==> src/rtl/ti_link_pkg.sv <==
`default_nettype none
// ============================================================================
// Module      : ti_link_pkg
// Description : Shared types and constants for the TI link byte receiver.
// Revision    : 1.0
// ============================================================================
package ti_link_pkg;

    localparam int BITS_PER_BYTE          = 8;
    localparam int BIT_W                  = $clog2(BITS_PER_BYTE);
    localparam int TIMEOUT_CYCLES_DEFAULT = 12000000;

    typedef enum logic [2:0] {
        ST_IDLE  = 3'd0,
        ST_ACK0  = 3'd1,
        ST_REL0  = 3'd2,
        ST_ACK1  = 3'd3,
        ST_REL1  = 3'd4,
        ST_DRAIN = 3'd5
    } state_t;

endpackage
`default_nettype wire

==> src/rtl/ti_link_sync.sv <==
`default_nettype none
// ============================================================================
// Module      : ti_link_sync
// Description : Multi-flop level synchroniser, resets to the idle-high level.
// Revision    : 1.0
// ============================================================================
module ti_link_sync #(
    parameter int SYNC_STAGES = 2
) (
    input  logic clk,
    input  logic rst,
    input  logic din,
    output logic dout
);

    logic [SYNC_STAGES-1:0] r_sync;

    always_ff @(posedge clk or posedge rst) begin
        if (rst) begin
            r_sync <= '1;
        end else begin
            r_sync <= {r_sync[SYNC_STAGES-2:0], din};
        end
    end

    assign dout = r_sync[SYNC_STAGES-1];

endmodule
`default_nettype wire

==> src/rtl/ti_link_rx.sv <==
`default_nettype none
// ============================================================================
// Module      : ti_link_rx
// Description : TI two-wire (tip/ring) link byte receiver with ready/valid out.
//               Optional wait-state timeout enabled by TI_LINK_RX_TIMEOUT_EN.
// Revision    : 1.0
// ============================================================================
module ti_link_rx
    import ti_link_pkg::*;
#(
    parameter int SYNC_STAGES    = 2,
    parameter int TIMEOUT_CYCLES = TIMEOUT_CYCLES_DEFAULT
) (
    input  logic       clk,
    input  logic       rst,
    input  logic       tip_in,
    input  logic       ring_in,
    output logic       tip_oe,
    output logic       ring_oe,
    output logic [7:0] data,
    output logic       valid,
    input  logic       ready,
    output logic       busy,
    output logic       err
);

    state_t                   r_state, w_state_n;
    logic                     r_tip_oe, w_tip_oe_n;
    logic                     r_ring_oe, w_ring_oe_n;
    logic [BIT_W-1:0]         r_bit_cnt, w_bit_cnt_n;
    logic [BITS_PER_BYTE-1:0] r_shift, w_shift_n;
    logic [BITS_PER_BYTE-1:0] r_data, w_data_n;
    logic                     r_valid, w_valid_n;
    logic                     r_err, w_err_n;
    logic                     r_busy;
    logic                     w_bit_done;
    logic                     w_tip_s, w_ring_s;
    logic                     w_timeout;

    ti_link_sync #(.SYNC_STAGES(SYNC_STAGES)) u_sync_tip (
        .clk  (clk),
        .rst  (rst),
        .din  (tip_in),
        .dout (w_tip_s)
    );

    ti_link_sync #(.SYNC_STAGES(SYNC_STAGES)) u_sync_ring (
        .clk  (clk),
        .rst  (rst),
        .din  (ring_in),
        .dout (w_ring_s)
    );

`ifdef TI_LINK_RX_TIMEOUT_EN
    localparam int TO_W = $clog2(TIMEOUT_CYCLES + 1);

    logic [TO_W-1:0] r_to_cnt;

    // Counts cycles spent in the current state; never runs in IDLE.
    always_ff @(posedge clk or posedge rst) begin
        if (rst) begin
            r_to_cnt <= '0;
        end else if ((w_state_n != r_state) || (r_state == ST_IDLE)) begin
            r_to_cnt <= '0;
        end else begin
            r_to_cnt <= r_to_cnt + 1'b1;
        end
    end

    assign w_timeout = (r_state != ST_IDLE) && (r_to_cnt == TO_W'(TIMEOUT_CYCLES - 1));
`else
    logic w_unused_timeout;
    assign w_unused_timeout = ^TIMEOUT_CYCLES;
    assign w_timeout        = 1'b0;
`endif

    always_comb begin
        w_state_n   = r_state;
        w_tip_oe_n  = r_tip_oe;
        w_ring_oe_n = r_ring_oe;
        w_bit_cnt_n = r_bit_cnt;
        w_shift_n   = r_shift;
        w_data_n    = r_data;
        w_valid_n   = r_valid && !ready;
        w_err_n     = 1'b0;
        w_bit_done  = 1'b0;

        case (r_state)
            ST_IDLE: begin
                if (!w_tip_s && !w_ring_s) begin
                    w_err_n     = 1'b1;
                    w_bit_cnt_n = '0;
                    w_shift_n   = '0;
                    w_state_n   = ST_DRAIN;
                end else if (!(r_valid && (r_bit_cnt == '0))) begin
                    // A new byte may only begin once the previous one is taken.
                    if (!w_tip_s) begin
                        w_shift_n   = {1'b0, r_shift[BITS_PER_BYTE-1:1]};
                        w_ring_oe_n = 1'b1;
                        w_state_n   = ST_ACK0;
                    end else if (!w_ring_s) begin
                        w_shift_n   = {1'b1, r_shift[BITS_PER_BYTE-1:1]};
                        w_tip_oe_n  = 1'b1;
                        w_state_n   = ST_ACK1;
                    end
                end
            end
            ST_ACK0: begin
                if (w_tip_s) begin
                    w_ring_oe_n = 1'b0;
                    w_state_n   = ST_REL0;
                end
            end
            ST_REL0:  w_bit_done = w_ring_s;
            ST_ACK1: begin
                if (w_ring_s) begin
                    w_tip_oe_n = 1'b0;
                    w_state_n  = ST_REL1;
                end
            end
            ST_REL1:  w_bit_done = w_tip_s;
            ST_DRAIN: begin
                if (w_tip_s && w_ring_s) begin
                    w_state_n = ST_IDLE;
                end
            end
            default:  w_state_n = ST_IDLE;
        endcase

        if (w_bit_done) begin
            w_state_n   = ST_IDLE;
            w_bit_cnt_n = r_bit_cnt + 1'b1;
            if (r_bit_cnt == BIT_W'(BITS_PER_BYTE - 1)) begin
                w_data_n  = r_shift;
                w_valid_n = 1'b1;
            end
        end

        if (w_timeout) begin
            w_state_n   = ST_IDLE;
            w_tip_oe_n  = 1'b0;
            w_ring_oe_n = 1'b0;
            w_err_n     = 1'b1;
            w_bit_cnt_n = '0;
            w_shift_n   = '0;
        end
    end

    always_ff @(posedge clk or posedge rst) begin
        if (rst) begin
            r_state   <= ST_IDLE;
            r_tip_oe  <= 1'b0;
            r_ring_oe <= 1'b0;
            r_bit_cnt <= '0;
            r_shift   <= '0;
            r_data    <= '0;
            r_valid   <= 1'b0;
            r_err     <= 1'b0;
            r_busy    <= 1'b0;
        end else begin
            r_state   <= w_state_n;
            r_tip_oe  <= w_tip_oe_n;
            r_ring_oe <= w_ring_oe_n;
            r_bit_cnt <= w_bit_cnt_n;
            r_shift   <= w_shift_n;
            r_data    <= w_data_n;
            r_valid   <= w_valid_n;
            r_err     <= w_err_n;
            r_busy    <= (w_state_n != ST_IDLE);
        end
    end

    assign tip_oe  = r_tip_oe;
    assign ring_oe = r_ring_oe;
    assign data    = r_data;
    assign valid   = r_valid;
    assign busy    = r_busy;
    assign err     = r_err;

endmodule
`default_nettype wire

==> config.mk <==
export PLATFORM = sky130hd
export DESIGN_NAME = ti_link_rx
export DESIGN_NICKNAME = d
export VERILOG_FILES = /design/src/rtl/ti_link_pkg.sv /design/src/rtl/ti_link_sync.sv /design/src/rtl/ti_link_rx.sv
export SDC_FILE = /design/constraint.sdc
export NUM_CORES = 1
export LEC_CHECK = 0
export CAP_MARGIN = 15
export CORE_UTILIZATION = 40
export DETAILED_ROUTE_END_ITERATION = 10
export GPL_TIMING_DRIVEN = 0
export PLACE_DENSITY = 0.63
export SLEW_MARGIN = 20
export SYNTH_ARGS = -nofsm -noshare
export SYNTH_HDL_FRONTEND = slang
export SYNTH_SLANG_ARGS = --single-unit
==> constraint.sdc <==
create_clock -name clk -period 1.5 [get_ports clk]
set_input_delay 0.45 -clock clk [delete_from_list [all_inputs] [get_ports clk]]
set_output_delay 0.45 -clock clk [all_outputs]
set_load 0.02 [all_outputs]
==> results.ini <==
[critical_path]
r2r_start=r_state[2]
cp_cell_sequence=or3_4 -> buf_8 -> nor3b_4 -> buf_6 -> nor2_1 -> nor3_1
cp-start-kind=flop
crit_slowest_cell=dfrtp_1
setup.worst_path.end=r_shift[6]
crit_start=r_state[2]
crit_fanout=4
path_depth=6
ff2ff_path_depth=6
max_stage_delay_ns=0.41
cp_data_arrival_time_ns=1.86
rrSetupSlack_ns=-0.10
crit_type=flop to flop
cp-end-kind=flop
crit_buf_inv=2
r2r_end=r_shift[6]
crit_family=simple AND/OR/NAND/NOR gates
worstPathRequired_ns=1.75

[sta]
fin_skew_ns=0.00734
max-slew-margin-rel_pct=57.3
setup_ws_ns=-0.104
grt_setup_unrepaired=yes
slew_violations=0
tns_ns=-0.895
setup_violations=17
fmax_mhz=623
finalHoldViolCount=0
fin_crit_sh_pct=107
tightestPinTransition_ns=0.640
timing.final.crit_period_ns=1.60

[layout]
nNetsFinal=174
insertedDiodeCount=0
drive_above_1_share_pct=40.7
fillers=320
syn_to_final_growth_pct=31.7

[die]
die_w_um=61.0
io_pins=18
placementRows=21
die_y_um=61.0
start_util_pct=41.7
die_area_um2=3720
core_area_um2=3340

[outcome]
outcome=complete, but fails checks
violations=setup timing

[clock_tree]
root_buffer=clkbuf_4
cts_max_path_buffers=2
path_clk_slew_ns=0.10
cts_tree=yes
cts_buffers=5
clk_latency_ns=0.33
cts_num_sinks=31
htreeDepth=2

[power_and_ir_drop]
p_leak_nw=0.874
pwr_density_cell_nw_per_um2=1770
vdd_ir_drop_max_mv=0.723
finalPower_w=0.00326

[detailed_routing]
drt_pass1_iterations=4
drc_errors=0
wire_per_inst_um=14.3
drtIter0Drc=34
drtAntennaViolNets=0
num_vias=1076
wl_um=3050
drt-vias-per-instance=5.05

[synthesis]
synth_compound_area_share_pct=9.34
async_flop_share_pct=100
ys_ff_latch=31
synth_edf_count=0
syn_area_um2=1390
yosys.area_share.xor_xnor_pct=0
syn_inst=126
ys_types=31
muxShareOfSynthArea_pct=7.55
yosys.area_share.simple_pct=19.7
synth_ff_type=dfrtp_1
synth_top_family_by_area=simple AND/OR/NAND/NOR gates
ys_warn_count=0
synth_adder_area_share_pct=2.70
synth_seq_area_share_pct=56.1
syn-num-nets=134
avgSynthCellArea_um2=11.1

[placed_design]
dp_hpwl_um=1790
numPortBuffers=17
finalWeightedCongestion=0.740

[global_routing]
grt_pass1_vias=1045
antenna_found_initial=0
gr-total-overflow=0
grt_first_pass_wirelength_um=4890
grt_max_degree=32
grt_usage_pct=18.7

[worst_hold_path]
hold_class=flop to flop
hp-start=u_sync_ring.r_sync[0]

[flow_run]
max-cap-violations=0

kinds of logic after synthesis:
logic type | Yosys count
compound gates | 21
simple gates | 49
flops | 31
mux | 9
buf+inv | 13
fa+ha+maj | 3
where the power goes:
group | switching, W | total [W] | leakage (nW) | internal [W]
Combinational | 0.000739 | 0.00146 | 0.458 | 0.000717
Sequential | 0.000193 | 0.00129 | 0.381 | 0.00110
Clock | 0.000282 | 0.000509 | 0.0353 | 0.000227
worst min path at each step:
stage,to,cells after the start
final,u_sync_ring.r_sync[1],0
after global routing,u_sync_ring.r_sync[1],0
after CTS,u_sync_ring.r_sync[1],0
after detailed placement,u_sync_ring.r_sync[1],0
after global placement,u_sync_tip.r_sync[1],0
after floorplan,u_sync_ring.r_sync[1],0
routing by layer:
| metal | GRT usage (%) | wire length [um] | up-vias |
|---|---|---|---|
| met5 | 0 | 0 | - |
| met4 | 6.17 | 31 | 0 |
| met3 | 6.82 | 177 | 3 |
| met2 | 29.4 | 1430 | 33 |
| met1 | 24.1 | 1410 | 512 |
| li1 | - | - | 528 |
per-stage QoR:
step | instance area (um2) | utilization [%] | setup slack, ns | hold slack (ns) | instances
2_1_floorplan | 1400 | - | -0.0407 | 0.345 | 126
3_3_place_gp | 1630 | 48.8 | -0.361 | 0.347 | 189
3_5_place_dp | 1630 | 48.8 | -0.228 | 0.347 | 189
4_1_cts | 1790 | 53.5 | -0.120 | 0.361 | 207
5_1_grt | 1830 | 55.0 | -0.168 | 0.371 | 213
6_report | 1830 | 55.0 | -0.104 | 0.360 | 213
layout by cell type (no fill, tap or decap), drive strengths merged:
cell type      count
nand3b             3
ha                 3
nand2              9
a311oi             1
a31oi              1
o31ai              1
dfrtp             27
a21oi              5
and3b              1
a211oi             1
clkbuf            19
dfstp              4
inv                6
nand2b             1
nand4b             1
or2                1
o32ai              1
clkdlybuf4s15      3
nor3              17
nor4               2
clkdlybuf4s50      4
nor3b              1
clkinv             1
nor2              12
dlygate4sd2        1
buf               19
nand3              1
mux2               9
o21ai              8
a22o               3
or3                1
cells in the mapped netlist (all sizes together) (2+ instances only):
cell / count / area share [%]
dfrtp: 27 / 49
nor3: 17 / 6.9
nor2: 12 / 3.2
mux2: 9 / 7.5
nand2: 8 / 2.3
o21ai: 8 / 2.9
inv: 6 / 1.6
a21oi: 5 / 1.8
clkbuf: 4 / 1.1
dfstp: 4 / 7.5
a22o: 3 / 1.9
buf: 3 / 2.0
ha: 3 / 2.7
nand3b: 3 / 1.6
nor4: 2 / 0.90
repair_timing:
| item | 4_1_cts | 5_1_grt |
|---|---|---|
| buffers inserted | 10 | 7 |
| cloned | 1 | 0 |
| hold buffers | 0 | 0 |
| gates resized for setup | 30 | 27 |
| endpoints found under the setup margin | 37 | 31 |
| pin swaps | 8 | 10 |
cell type report:
cell class | count | area (um2) | area share, %
repair buffers | 34 | 267 | 14.5
clock inverters | 1 | 5.00 | 0.273
well taps | 46 | 57.6 | 3.14
multi-input cells | 83 | 614 | 33.5
inverters | 6 | 22.5 | 1.23
plain buffers | 5 | 32.5 | 1.77
clock buffers | 7 | 55.1 | 3.00
flip-flops and latches | 31 | 781 | 42.6
registers in the layout, summed over array words and instances (netlist names):
signal,cells
u_sync_ring.r_sync,2
r_bit_cnt,3
busy,1
data,8
tip_oe,1
r_state,3
u_sync_tip.r_sync,2
ring_oe,1
r_shift,8
valid,1
err,1
Note: power is estimated with default switching activity, not from simulation.
